==> src/rtl/bus_copy_pkg.sv <==
// Shared types and widths for the bus copy engine and its optional watchdog.
package bus_copy_pkg;

  localparam int unsigned ADDR_W  = 19;
  localparam int unsigned COUNT_W = 16;
  localparam int unsigned DATA_W  = 16;

  typedef enum logic [1:0] {
    IDLE  = 2'd0,
    READ  = 2'd1,
    WRITE = 2'd2,
    DONE  = 2'd3
  } state_t;

endpackage

==> src/rtl/bus_copy_timeout.sv <==
// Clearable watchdog: expired asserts on the TIMEOUT_CYCLES-th consecutive enabled cycle.
// Instantiated by bus_copy_engine only when DMA_TIMEOUT_EN is defined.
module bus_copy_timeout #(
  parameter int unsigned TIMEOUT_CYCLES = 1024
) (
  input  logic clk,
  input  logic reset_n,
  input  logic clear,
  input  logic enable,
  output logic expired
);

  localparam int unsigned CW = (TIMEOUT_CYCLES > 1) ? $clog2(TIMEOUT_CYCLES) : 1;

  logic [CW-1:0] cnt;

  assign expired = enable && (cnt == CW'(TIMEOUT_CYCLES - 1));

  always_ff @(posedge clk or negedge reset_n) begin
    if (!reset_n) begin
      cnt <= '0;
    end else if (clear) begin
      cnt <= '0;
    end else if (enable && !expired) begin
      cnt <= cnt + 1'b1;
    end
  end

endmodule

==> src/rtl/bus_copy_engine.sv <==
// Word-granular block-copy initiator: alternating single-word reads and writes.
// Optional watchdog abort enabled by defining DMA_TIMEOUT_EN.
module bus_copy_engine
  import bus_copy_pkg::*;
#(
  parameter int unsigned TIMEOUT_CYCLES = 1024
) (
  input  logic               clk,
  input  logic               reset_n,
  input  logic               start,
  input  logic [ADDR_W-1:0]  src_addr,
  input  logic [ADDR_W-1:0]  dst_addr,
  input  logic [COUNT_W-1:0] count,
  output logic               busy,
  output logic               done,
  output logic               error,
  output logic [ADDR_W-1:0]  m_addr,
  input  logic [DATA_W-1:0]  m_data_in,
  output logic [DATA_W-1:0]  m_data_out,
  output logic               m_access,
  input  logic               m_ack,
  output logic               m_wr_en,
  output logic [1:0]         m_bytesel
);

  state_t             state;
  logic [ADDR_W-1:0]  src_ptr;
  logic [ADDR_W-1:0]  dst_ptr;
  logic [COUNT_W-1:0] remaining;
  logic [DATA_W-1:0]  hold;

  assign m_bytesel = 2'b11;

`ifdef DMA_TIMEOUT_EN
  logic expired;

  bus_copy_timeout #(
    .TIMEOUT_CYCLES(TIMEOUT_CYCLES)
  ) u_timeout (
    .clk     (clk),
    .reset_n (reset_n),
    .clear   (!m_access),
    .enable  (m_access && !m_ack),
    .expired (expired)
  );
`else
  assign error = 1'b0;
`endif

  always_ff @(posedge clk or negedge reset_n) begin
    if (!reset_n) begin
      state      <= IDLE;
      src_ptr    <= '0;
      dst_ptr    <= '0;
      remaining  <= '0;
      hold       <= '0;
      busy       <= 1'b0;
      done       <= 1'b0;
      m_addr     <= '0;
      m_data_out <= '0;
      m_access   <= 1'b0;
      m_wr_en    <= 1'b0;
`ifdef DMA_TIMEOUT_EN
      error      <= 1'b0;
`endif
    end else begin
      case (state)
        IDLE: begin
          done <= 1'b0;
          if (start) begin
`ifdef DMA_TIMEOUT_EN
            error <= 1'b0;
`endif
            if (count == '0) begin
              // Zero-length copy pulses done straight from IDLE; DONE then clears it.
              done  <= 1'b1;
              state <= DONE;
            end else begin
              src_ptr   <= src_addr;
              dst_ptr   <= dst_addr;
              remaining <= count;
              busy      <= 1'b1;
              m_access  <= 1'b1;
              m_wr_en   <= 1'b0;
              m_addr    <= src_addr;
              state     <= READ;
            end
          end
        end

        READ: begin
          if (!m_access) begin
            m_access <= 1'b1;
            m_wr_en  <= 1'b0;
            m_addr   <= src_ptr;
          end else if (m_ack) begin
            hold     <= m_data_in;
            src_ptr  <= src_ptr + 1'b1;
            m_access <= 1'b0;
            state    <= WRITE;
          end
`ifdef DMA_TIMEOUT_EN
          else if (expired) begin
            m_access <= 1'b0;
            error    <= 1'b1;
            state    <= DONE;
          end
`endif
        end

        WRITE: begin
          if (!m_access) begin
            m_access   <= 1'b1;
            m_wr_en    <= 1'b1;
            m_addr     <= dst_ptr;
            m_data_out <= hold;
          end else if (m_ack) begin
            dst_ptr   <= dst_ptr + 1'b1;
            remaining <= remaining - 1'b1;
            m_access  <= 1'b0;
            state     <= (remaining == COUNT_W'(1)) ? DONE : READ;
          end
`ifdef DMA_TIMEOUT_EN
          else if (expired) begin
            m_access <= 1'b0;
            error    <= 1'b1;
            state    <= DONE;
          end
`endif
        end

        DONE: begin
          done  <= ~done;
          busy  <= 1'b0;
          state <= IDLE;
        end

        default: state <= IDLE;
      endcase
    end
  end

endmodule

==> config.mk <==
export PLATFORM = sky130hd
export DESIGN_NAME = bus_copy_engine
export DESIGN_NICKNAME = d
export VERILOG_FILES = /design/src/rtl/bus_copy_pkg.sv /design/src/rtl/bus_copy_timeout.sv /design/src/rtl/bus_copy_engine.sv
export SDC_FILE = /design/constraint.sdc
export NUM_CORES = 1
export LEC_CHECK = 0
export BUFFER_PORTS_ARGS = -buffer_cell sky130_fd_sc_hd__buf_2
export CAP_MARGIN = 20
export CORE_UTILIZATION = 25
export CTS_CLUSTER_SIZE = 24
export DETAILED_ROUTE_END_ITERATION = 16
export GPL_TIMING_DRIVEN = 0
export MAX_ROUTING_LAYER = met4
export PLACE_DENSITY_LB_ADDON = 0.2
export SLEW_MARGIN = 20
export SYNTH_ARGS = -nofsm -noshare
export SYNTH_HDL_FRONTEND = slang
export SYNTH_SLANG_ARGS = --single-unit
==> constraint.sdc <==
create_clock -name clk -period 4.7 [get_ports clk]
set_input_delay 0 -clock clk [delete_from_list [all_inputs] [get_ports clk]]
set_output_delay 0 -clock clk [all_outputs]
set_load 0.05 [all_outputs]
==> results.py, run 1 <==
metrics = {
    "run_status": {
        "status": "finished clean",
    },
    "clock_tree": {
        "clockBufferDepth": 2,
        "cts_resized": 0,
        "clkLatencyLatePin_ns": 0.36,
        "cts_sinks": 111,
        "cts_made_buffers": 9,
        "tritoncts": "built",
        "root_buffer": "clkbuf_16",
        "htreeDepth": 3,
        "cts.clk_slew.worst_paths_ns": 0.08,
    },
    "finish": {
        "layout_common_cells": "nand2_1 (133), buf_2 (130), dfrtp_1 (111)",
        "final_common_cell": "nand2_1",
        "drive_gt1_share_pct": 22.10,
        "area_growth_pct": 32.46,
        "nNetsFinal": 957,
    },
    "grt": {
        "grt_overflow": 0,
        "antenna_found_initial": 2,
        "grt_pass1_vias": 5694,
        "grt_pass1_wl_mm": 32.83,
        "grt_max_degree": 64,
        "grt_usage_pct": 17.88,
    },
    "timing": {
        "finalWorstSetupSlack_ns": 2.147,
        "maxSlewViolCount": 0,
        "fmaxAchievable_ghz": 0.3917,
        "hold_viol": 0,
        "finalSetupViolations": 0,
        "period_share_pct": 54.31,
        "worst_pin_slew_ns": 0.7605,
        "finalClockSkew_ns": 0.01335,
        "slew_headroom_pct": 49.30,
        "layout_min_cycle_time_ns": 2.553,
        "rsz0062_at_grt": "no",
        "fin_setup_tns_ns": 0,
    },
    "place": {
        "place_congestion": 0.8948,
        "place_hpwl_mm": 14.94,
        "numPortBuffers": 112,
        "pre_cts_slack_ns": 2.172,
    },
    "synthesis": {
        "synthCells": 686,
        "netlist.area_leader.share_pct": 45.67,
        "ys.flop_type": "dfrtp_1",
        "synth.cell_area_mm2": 0.006082,
        "ys_types": 61,
        "yosysSeqAreaShare_pct": 45.67,
        "ys_seq_elements": 111,
        "synth_edf_count": 0,
        "synth_area_leaders": "dfrtp_1 (46%), nand2_1 (8.2%), a21oi_1 (5.3%)",
        "async_reset_ff_share_pct": 100.0,
        "yosysWarnings": 0,
        "synth_area_leader_cell": "dfrtp_1",
        "avgSynthCellArea_um2": 8.866,
    },
    "setup_path": {
        "crit_arrival_ns": 2.79,
        "crit_path_start": "state[0]",
        "r2r_slack_ns": 2.15,
        "criticalPathCategory": "reg2reg",
        "regToRegEndpoint": "dst_ptr[11]",
        "startpoint_type": "flop",
        "cp_max_fo": 10,
        "cp-end-kind": "flop",
        "rr_worst_depth": 9,
        "r2r_start": "state[0]",
        "endpoint": "dst_ptr[11]",
        "cp.required_ns": 4.93,
    },
    "route": {
        "num_vias": 5953,
        "drt-pass1-iter-count": 5,
        "finalWirelength_mm": 20.87,
        "drc": 0,
        "wl_per_cell_um": 17.41,
        "antenna_left": 0,
        "avgViaCountPerCell": 4.965,
        "first_iter_violations": 414,
    },
    "die": {
        "die_w_um": 158.0,
        "initial_core_util_pct": 25.68,
        "fp.coreArea_mm2": 0.02368,
        "pin_count": 116,
        "rows": 56,
        "die-area_mm2": 0.02496,
        "fp.dieH_um": 158.0,
    },
    "run": {
        "cap_viol_max_count": 0,
    },
    "power_and_ir_drop": {
        "peakVddDrop_mv": 0.3222,
        "finalPower_mw": 6.266,
        "leakage_nw": 3.411,
        "cellPowerDensity_mw_per_mm2": 777.8,
    },
    "worst_hold_path": {
        "worstHoldPathType": "in2reg",
    },
}
[metal layers]
metal / vias up / routed length (um) / GRT usage (%)
met2: 173 / 9434 / 26.89
li1: 2882 / - / -
met4: 0 / 170 / 4.075
met1: 2889 / 10230 / 24.83
met5: - / 0 / -
met3: 9 / 1033 / 3.203
[power breakdown]
part | total, mW | switching [mW] | internal (mW)
Clock | 0.905 | 0.381 | 0.524
Combinational | 3.48 | 2.32 | 1.16
Sequential | 1.88 | 0.435 | 1.44
Total | 6.27 | 3.14 | 3.13
[worst min path at each step]
| stage | start | to | slack (ns) | cells after the start |
|---|---|---|---|---|
| 3_3_place_gp | m_data_in[8] | hold[8] | 0.23 | 2 |
| 6_report | count[2] | remaining[2] | 0.01 | 3 |
| 2_1_floorplan | reset_n | busy | -0.30 | 0 |
| 4_1_cts | count[2] | remaining[2] | 0.005 | 3 |
| 5_1_grt | src_addr[14] | src_ptr[14] | 0.01 | 3 |
| 3_5_place_dp | reset_n | state[0] | 0.007 | 1 |
[area by class of cell]
| class | instances | area (um^2) |
|---|---|---|
| Fill cell | 2560 | 15630 |
| Multi-Input combinational cell | 516 | 3040 |
| Sequential cell | 111 | 2778 |
| Timing Repair Buffer | 176 | 1225 |
| Tap cell | 319 | 399.1 |
| Clock buffer | 9 | 225.2 |
| Buffer | 48 | 222.7 |
| Clock inverter | 6 | 116.4 |
| Inverter | 12 | 45.04 |
| Antenna cell | 2 | 5.005 |
[sequential cells by signal, indices dropped and copies added (netlist names)]
| signal | cells |
|---|---|
| dst_ptr | 19 |
| m_addr | 19 |
| src_ptr | 19 |
| hold | 16 |
| m_data_out | 16 |
| remaining | 16 |
| state | 2 |
| busy | 1 |
| done | 1 |
| m_access | 1 |
| m_wr_en | 1 |
[timing repair]
action | 4_1_cts | 5_1_grt
hold endpoints to repair | 117 | 0
setup endpoints to repair | 0 | 0
hold buffers | 63 | 0
setup buffers | 0 | 0
[synthesized netlist by cell type (all sizes together), types with 3 or more instances]
cell type and n:
nand2b 5, mux2i 4, o32ai 6, nand3 27
and3 5, a2bb2oi 15, nand4 14, o21ai 60
buf 28, or2 3, nor2 30, inv 12
nor3b 4, nor4 8, nor3 14, o21bai 3
ha 9, o22ai 32, a31oi 4, nand2 133
dfrtp 111, o22a 6, a21oi 64, clkbuf 20
a31o 6, mux2 17, a22oi 13, and4 3
o211ai 5
[critical path, stage by stage, from the launching register on]
cell and delay, ns:
dfrtp_1 0.41, inv_1 0.12, ha_1 0.16, buf_2 0.24, inv_2 0.14, o21bai_2 0.45, a21boi_2 0.30, buf_4 0.22
buf_2 0.28, a2bb2oi_1 0.10
[stage by stage]
stage | hold slack (ns) | instances | instance area [um^2] | util [%]
finish | 0.01486 | 1199 | 8056 | 34.02
global placement | 0.2320 | 1118 | 7046 | 29.75
detailed placement | 0.006759 | 1119 | 7079 | 29.89
floorplan | -0.2956 | 687 | 6086 | -
CTS | 0.004596 | 1197 | 8051 | 34.00
global route | 0.01369 | 1199 | 8056 | 34.02
[kinds of logic (layout without fill, tap and decap cells)]
logic type / count (synthesis) / count (layout) / share of synthesized area (%)
compound gates: 228 / 228 / 23.58
fa+ha+maj: 9 / 9 / 1.852
buf+inv: 60 / 251 / 4.402
flops: 111 / 111 / 45.67
mux: 21 / 21 / 3.806
other cells: 2 / 5 / 0.1235
simple gates: 255 / 255 / 20.57
Power figures use the tool's default switching activity.
==> run 2: changes to the inputs <==
Settings changed: ABC_AREA from default to 1.
Clock period 4.7 ns to 2.15 ns, I/O delays scaled along.
==> results.py, run 2 <==
metrics = {
    "run_status": {
        "status": "finished clean",
    },
    "place": {
        "place_hpwl_mm": 16.87,
        "place_congestion": 0.8775,
        "dp_cells": 1427,
        "numPortBuffers": 112,
    },
    "grt": {
        "grt_max_degree": 72,
        "grt_pass1_vias": 6506,
        "grt_overflow": 0,
        "antenna_found_initial": 0,
        "grt.busiest_layer": "met2",
        "grt_pass1_wl_mm": 35.82,
        "use_met1_pct": 22.19,
        "grt_util_met3_pct": 2.174,
        "grt_usage_pct": 16.85,
        "grtUsageMet2_pct": 27.16,
    },
    "clock_tree": {
        "tritoncts": "built",
        "cts_sinks": 111,
        "root_buffer": "clkbuf_16",
        "post_cts_buffers": 0,
        "htreeDepth": 3,
        "cts_made_buffers": 9,
        "clockBufferDepth": 2,
        "clkLatencyLatePin_ns": 0.36,
        "cts.clk_slew.worst_paths_ns": 0.08,
    },
    "route": {
        "drt-pass1-iter-count": 6,
        "antenna_left": 0,
        "avgViaCountPerCell": 4.465,
        "drc": 0,
        "first_iter_violations": 554,
        "num_vias": 6716,
        "wl_per_cell_um": 15.05,
        "finalWirelength_mm": 22.64,
    },
    "synthesis": {
        "ys_types": 35,
        "synth.cell_area_mm2": 0.006954,
        "synthCells": 941,
        "yosysMostFrequentCell": "nand2_1",
        "yosysSeqAreaShare_pct": 39.94,
        "ys.flop_type": "dfrtp_1",
        "avgSynthCellArea_um2": 7.390,
        "synth_area_leaders": "dfrtp_1 (40%), nand2_1 (18%), o21ai_2 (5.8%)",
        "synth_area_leader_cell": "dfrtp_1",
        "async_reset_ff_share_pct": 100.0,
        "netlist.area_leader.share_pct": 39.94,
        "yosysWarnings": 0,
        "synth_edf_count": 0,
        "ys_seq_elements": 111,
        "ys_top_cells_by_count": "nand2_1 (326), dfrtp_1 (111), nor2_1 (92), inv_1 (87), nand3_1 (76)",
    },
    "setup_path": {
        "cp-end-kind": "flop",
        "criticalPathCategory": "reg2reg",
        "startpoint_type": "flop",
        "cp.required_ns": 2.40,
        "cp_max_fo": 10,
        "crit_arrival_ns": 2.32,
    },
    "finish": {
        "layout_common_cells": "nand2_1 (326), buf_2 (125), dfrtp_1 (111)",
        "final_common_cell": "nand2_1",
        "area_growth_pct": 28.57,
        "nNetsFinal": 1210,
        "final_util_pct": 32.99,
        "antenna_cells": 0,
        "drive_gt1_share_pct": 24.29,
        "top_regs": "dst_ptr: 19 flops, m_addr: 19 flops, src_ptr: 19 flops",
        "final_cells": 1504,
    },
    "power_and_ir_drop": {
        "cellPowerDensity_mw_per_mm2": 1629,
        "peakVddDrop_mv": 0.5071,
        "leakage_nw": 4.386,
    },
    "timing": {
        "finalClockSkew_ns": 0.01123,
        "hold_viol": 0,
        "layout_min_cycle_time_ns": 2.071,
        "slew_headroom_pct": 55.03,
        "fmaxAchievable_ghz": 0.4829,
        "rsz0062_at_grt": "no",
        "fin_setup_tns_ns": 0,
        "worst_pin_slew_ns": 0.6745,
        "maxSlewViolCount": 0,
        "period_share_pct": 96.32,
        "finalSetupViolations": 0,
        "hold_slack_ns": 0.003388,
    },
    "die": {
        "fp.coreArea_mm2": 0.02710,
        "die-area_mm2": 0.02849,
        "fp.dieH_um": 168.8,
        "rows": 60,
        "pin_count": 116,
        "die_w_um": 168.8,
        "initial_core_util_pct": 25.66,
    },
    "run": {
        "cap_viol_max_count": 0,
    },
    "worst_hold_path": {
        "worstHoldPathType": "in2reg",
    },
}
[run 2: cell types whose count changed after synthesis, sizes merged, moves of 13 or more]
| cell | before | now |
|---|---|---|
| a21oi | 64 | 17 |
| a2bb2oi | 15 | 0 |
| inv | 12 | 92 |
| nand2 | 133 | 336 |
| nand3 | 27 | 81 |
| nor2 | 30 | 105 |
| o21ai | 60 | 73 |
| o22ai | 32 | 0 |
[run 2: worst paths after layout]
| check | start | endpoint | slack [ns] | depth (start not counted) |
|---|---|---|---|---|
| setup / recovery | state[0] | m_addr[10] | 0.08 | 8 |
| hold / removal | dst_addr[3] | dst_ptr[3] | 0.003 | 5 |
| setup reg to reg | state[0] | m_addr[10] | 0.08 | 8 |
| hold reg to reg | m_addr[11] | m_addr[11] | 0.48 | 2 |
| max in group asynchronous | reset_n | m_data_out[13] | 1.29 | 3 |
| min in group asynchronous | reset_n | m_addr[8] | 0.14 | 2 |
[run 2: cell type report]
type | count | area (um^2)
Buffer | 38 | 266.5
Inverter | 92 | 345.3
Tap cell | 372 | 465.4
Clock buffer | 9 | 225.2
Fill cell | 2917 | 18160
Multi-Input combinational cell | 701 | 3572
Sequential cell | 111 | 2778
Clock inverter | 7 | 83.83
Timing Repair Buffer | 174 | 1205
[run 2: routing by layer]
metal | wire [um] | vias up
met5 | 0 | -
met4 | 323 | 0
met3 | 827 | 19
met2 | 10540 | 153
met1 | 10950 | 3146
li1 | - | 3398
[run 2: cell families after synthesis]
group	Yosys count	synth area share [%]
buffers and inverters	130	8.744
DFF	111	39.94
muxes	16	2.591
and+or+nand+nor	546	33.70
adders and majority gates	9	1.619
xor gates and xnor gates	1	0.1260
AOI/OAI and AO/OA	126	13.17
other	2	0.1080
[run 2: worst max-delay path, stage by stage (launching register included)]
cell	delay [ns]
dfrtp_1	0.38
inv_1	0.10
ha_1	0.35
buf_2	0.28
inv_1	0.23
a21oi_1	0.29
a21oi_1	0.16
nand2_1	0.11
nand2_1	0.05
[run 2: where the power goes]
part | internal (mW) | total (mW) | switching, mW | leakage [nW]
Clock | 0.932 | 1.82 | 0.885 | 0.149
Combinational | 2.90 | 8.75 | 5.86 | 2.88
Sequential | 3.15 | 4.00 | 0.848 | 1.35
[run 2: per-stage QoR]
step	cell area (um^2)	setup slack, ns	total power, mW
finish	8941	0.07911	14.57
detailed placement	8018	-0.2607	12.80
global placement	7984	-0.5775	12.72
CTS	8940	0.03917	14.78
global route	8941	0.0008431	15.78
floorplan	6958	0.4977	10.33
[run 2: what timing repair did]
action / in CTS / in global routing
pin swaps: 0 / 0
setup endpoints to repair: 4 / 2
gates resized for setup: 2 / 3
gates cloned: 0 / 0
endpoints found under the hold margin: 100 / 0
hold buffers: 61 / 0
==> run 3: changes to the inputs <==
Settings changed: CORE_UTILIZATION 25 to 40, REMOVE_ABC_BUFFERS from default to 1.
==> results.py, run 3 (synthesis gave the netlist of run 2 again) <==
metrics = {
    "route": {
        "antenna_left": 0,
        "wl_per_cell_um": 14.02,
        "first_iter_violations": 493,
        "drt-pass1-iter-count": 7,
        "num_vias": 6509,
        "avgViaCountPerCell": 4.890,
        "drc": 0,
        "finalWirelength_mm": 18.67,
    },
    "setup_path": {
        "slowest_stage": "dfrtp_1",
        "cp.required_ns": 2.46,
        "cp_top_family": "simple AND/OR/NAND/NOR gates",
        "cpPeakStageDelay_ns": 0.40,
        "criticalPathCategory": "reg2reg",
        "r2r_slack_ns": 0.14,
        "crit_chain": "inv_1 -> ha_4 -> nor2_1 -> inv_1 -> a211oi_4 -> nand2_8 -> inv_1 -> nand2_1 -> nand2_1",
        "endpoint": "m_addr[10]",
        "regToRegEndpoint": "m_addr[10]",
        "cp-end-kind": "flop",
        "path_buf_inv": 3,
        "startpoint_type": "flop",
        "cp.depth": 9,
        "crit_path_start": "state[0]",
        "crit_arrival_ns": 2.31,
        "cp_common_cell": "inv_1",
        "r2r_start": "state[0]",
        "rr_worst_depth": 9,
        "cp_max_fo": 37,
    },
    "power_and_ir_drop": {
        "p_int_mw": 6.925,
        "leakage_nw": 4.320,
        "switching_power_mw": 7.388,
        "p_clk_share_pct": 12.4,
        "power.share.sequential_pct": 27.8,
        "cellPowerDensity_mw_per_mm2": 1635,
        "p_comb_share_pct": 59.8,
        "peakVddDrop_mv": 0.9036,
        "switching_share_pct": 51.62,
    },
    "timing": {
        "fmaxAchievable_ghz": 0.4984,
        "finalSetupViolations": 0,
        "worst_pin_slew_ns": 0.6509,
        "period_share_pct": 93.32,
        "maxSlewViolCount": 0,
        "hold_viol": 1,
        "slew_headroom_pct": 56.61,
        "hold_slack_ns": -0.0007342,
        "finalClockSkew_ns": 0.009375,
        "rsz0062_at_grt": "yes",
        "layout_min_cycle_time_ns": 2.006,
    },
    "clock_tree": {
        "cts_made_buffers": 9,
        "root_buffer": "clkbuf_16",
        "cts_sinks": 111,
        "tritoncts": "built",
        "clockBufferDepth": 2,
        "clkLatencyLatePin_ns": 0.36,
        "htreeDepth": 3,
        "cts.clk_slew.worst_paths_ns": 0.08,
    },
    "place": {
        "numPortBuffers": 112,
        "dp_cells": 1239,
        "place_congestion": 0.8416,
        "place_hpwl_mm": 11.79,
    },
    "run_status": {
        "status": "finished, violations left",
        "violations": "hold timing",
    },
    "finish": {
        "final_cells": 1331,
        "final_common_cell": "nand2_1",
        "nNetsFinal": 1188,
        "area_growth_pct": 25.85,
        "drive_gt1_share_pct": 23.69,
        "top_regs": "dst_ptr: 19 flops, m_addr: 19 flops, src_ptr: 19 flops",
        "layout_common_cells": "nand2_1 (326), dfrtp_1 (111), buf_2 (111)",
    },
    "die": {
        "die_w_um": 133.9,
        "fp.coreArea_mm2": 0.01676,
        "die-area_mm2": 0.01792,
        "fp.dieH_um": 133.9,
        "rows": 47,
        "pin_count": 116,
        "initial_core_util_pct": 41.49,
    },
    "grt": {
        "grt_pass1_vias": 6107,
        "grt_pass1_wl_mm": 29.99,
        "grt_usage_pct": 21.78,
        "grt_overflow": 0,
        "antenna_found_initial": 1,
        "grt_max_degree": 67,
    },
    "worst_hold_path": {
        "worstHoldPathType": "in2reg",
    },
    "run": {
        "cap_viol_max_count": 0,
    },
}
-- run 3: changes by cell type in the layout (fill, tap and decap cells not counted), moves of 2 or more --
cell,previous run,this run
clkbuf_1,7,0
inv_6,4,1
ha_1,9,6
inv_8,1,5
buf_6,13,1
nor2_4,3,7
buf_2,125,111
buf_12,0,6
ha_4,0,2
-- run 3: power by group through the flow --
stage	clock network [mW]	logic, mW	registers (mW)
after floorplan	0	4.78	5.04
after global placement	0	7.68	3.98
after detailed placement	0	7.85	3.99
after CTS	1.82	8.13	3.96
after global routing	1.89	9.47	4.13
final	1.77	8.56	3.98
-- run 3: worst min path at each step --
stage | from | to | slack (ns) | depth (start not counted)
global placement | m_data_in[11] | hold[11] | 0.23 | 2
detailed placement | reset_n | m_addr[5] | 0.06 | 1
global route | dst_addr[6] | dst_ptr[6] | 0.03 | 5
finish | dst_addr[6] | dst_ptr[6] | -0.0007 | 5
floorplan | reset_n | busy | -0.30 | 0
CTS | src_addr[5] | src_ptr[5] | 0.0005 | 5
-- run 3: stage by stage --
| step | total power, mW | setup TNS (ns) | setup WS, ns | util (%) | cell area (um^2) |
|---|---|---|---|---|---|
| 2_1_floorplan | 9.825 | -38.20 | -0.6234 | - | 6695 |
| 4_1_cts | 13.91 | 0 | 0.007409 | 51.24 | 8587 |
| 5_1_grt | 15.48 | -0.07455 | -0.04205 | 52.22 | 8752 |
| 3_3_place_gp | 11.66 | -179.74 | -1.704 | 44.93 | 7531 |
| 3_5_place_dp | 11.84 | -19.61 | -0.4694 | 45.42 | 7612 |
| 6_report | 14.31 | 0 | 0.1436 | 52.22 | 8752 |
-- run 3: worst min-delay path, delay by kind of cell --
family,cells,cell delay (ns)
compound gates,2,0.13
simple gates,2,0.12
buf+inv,1,0.09
-- run 3: repair_timing --
item	CTS	global route
gates resized for setup	4	6
hold endpoints to repair	126	0
pin swaps	2	7
gates cloned	2	3
setup buffers	0	8
setup endpoints to repair	55	64
hold buffers	62	0
-- run 3: area by class of cell --
class	count	area [um^2]
Clock buffer	9	225.2
Timing Repair inverter	1	7.507
Antenna cell	1	2.502
Sequential cell	111	2778
Clock inverter	7	81.33
Fill cell	1681	8008
Timing Repair Buffer	185	1365
Multi-Input combinational cell	705	3666
Inverter	92	351.6
Tap cell	220	275.3
-- run 3: layer usage --
metal / up-vias / wire length, um / global-route usage [%]
li1: 3349 / - / -
met1: 2994 / 8677 / 27.11
met2: 150 / 8995 / 36.82
met3: 16 / 786 / 3.741
met4: 0 / 206 / 4.987
met5: - / 0 / -
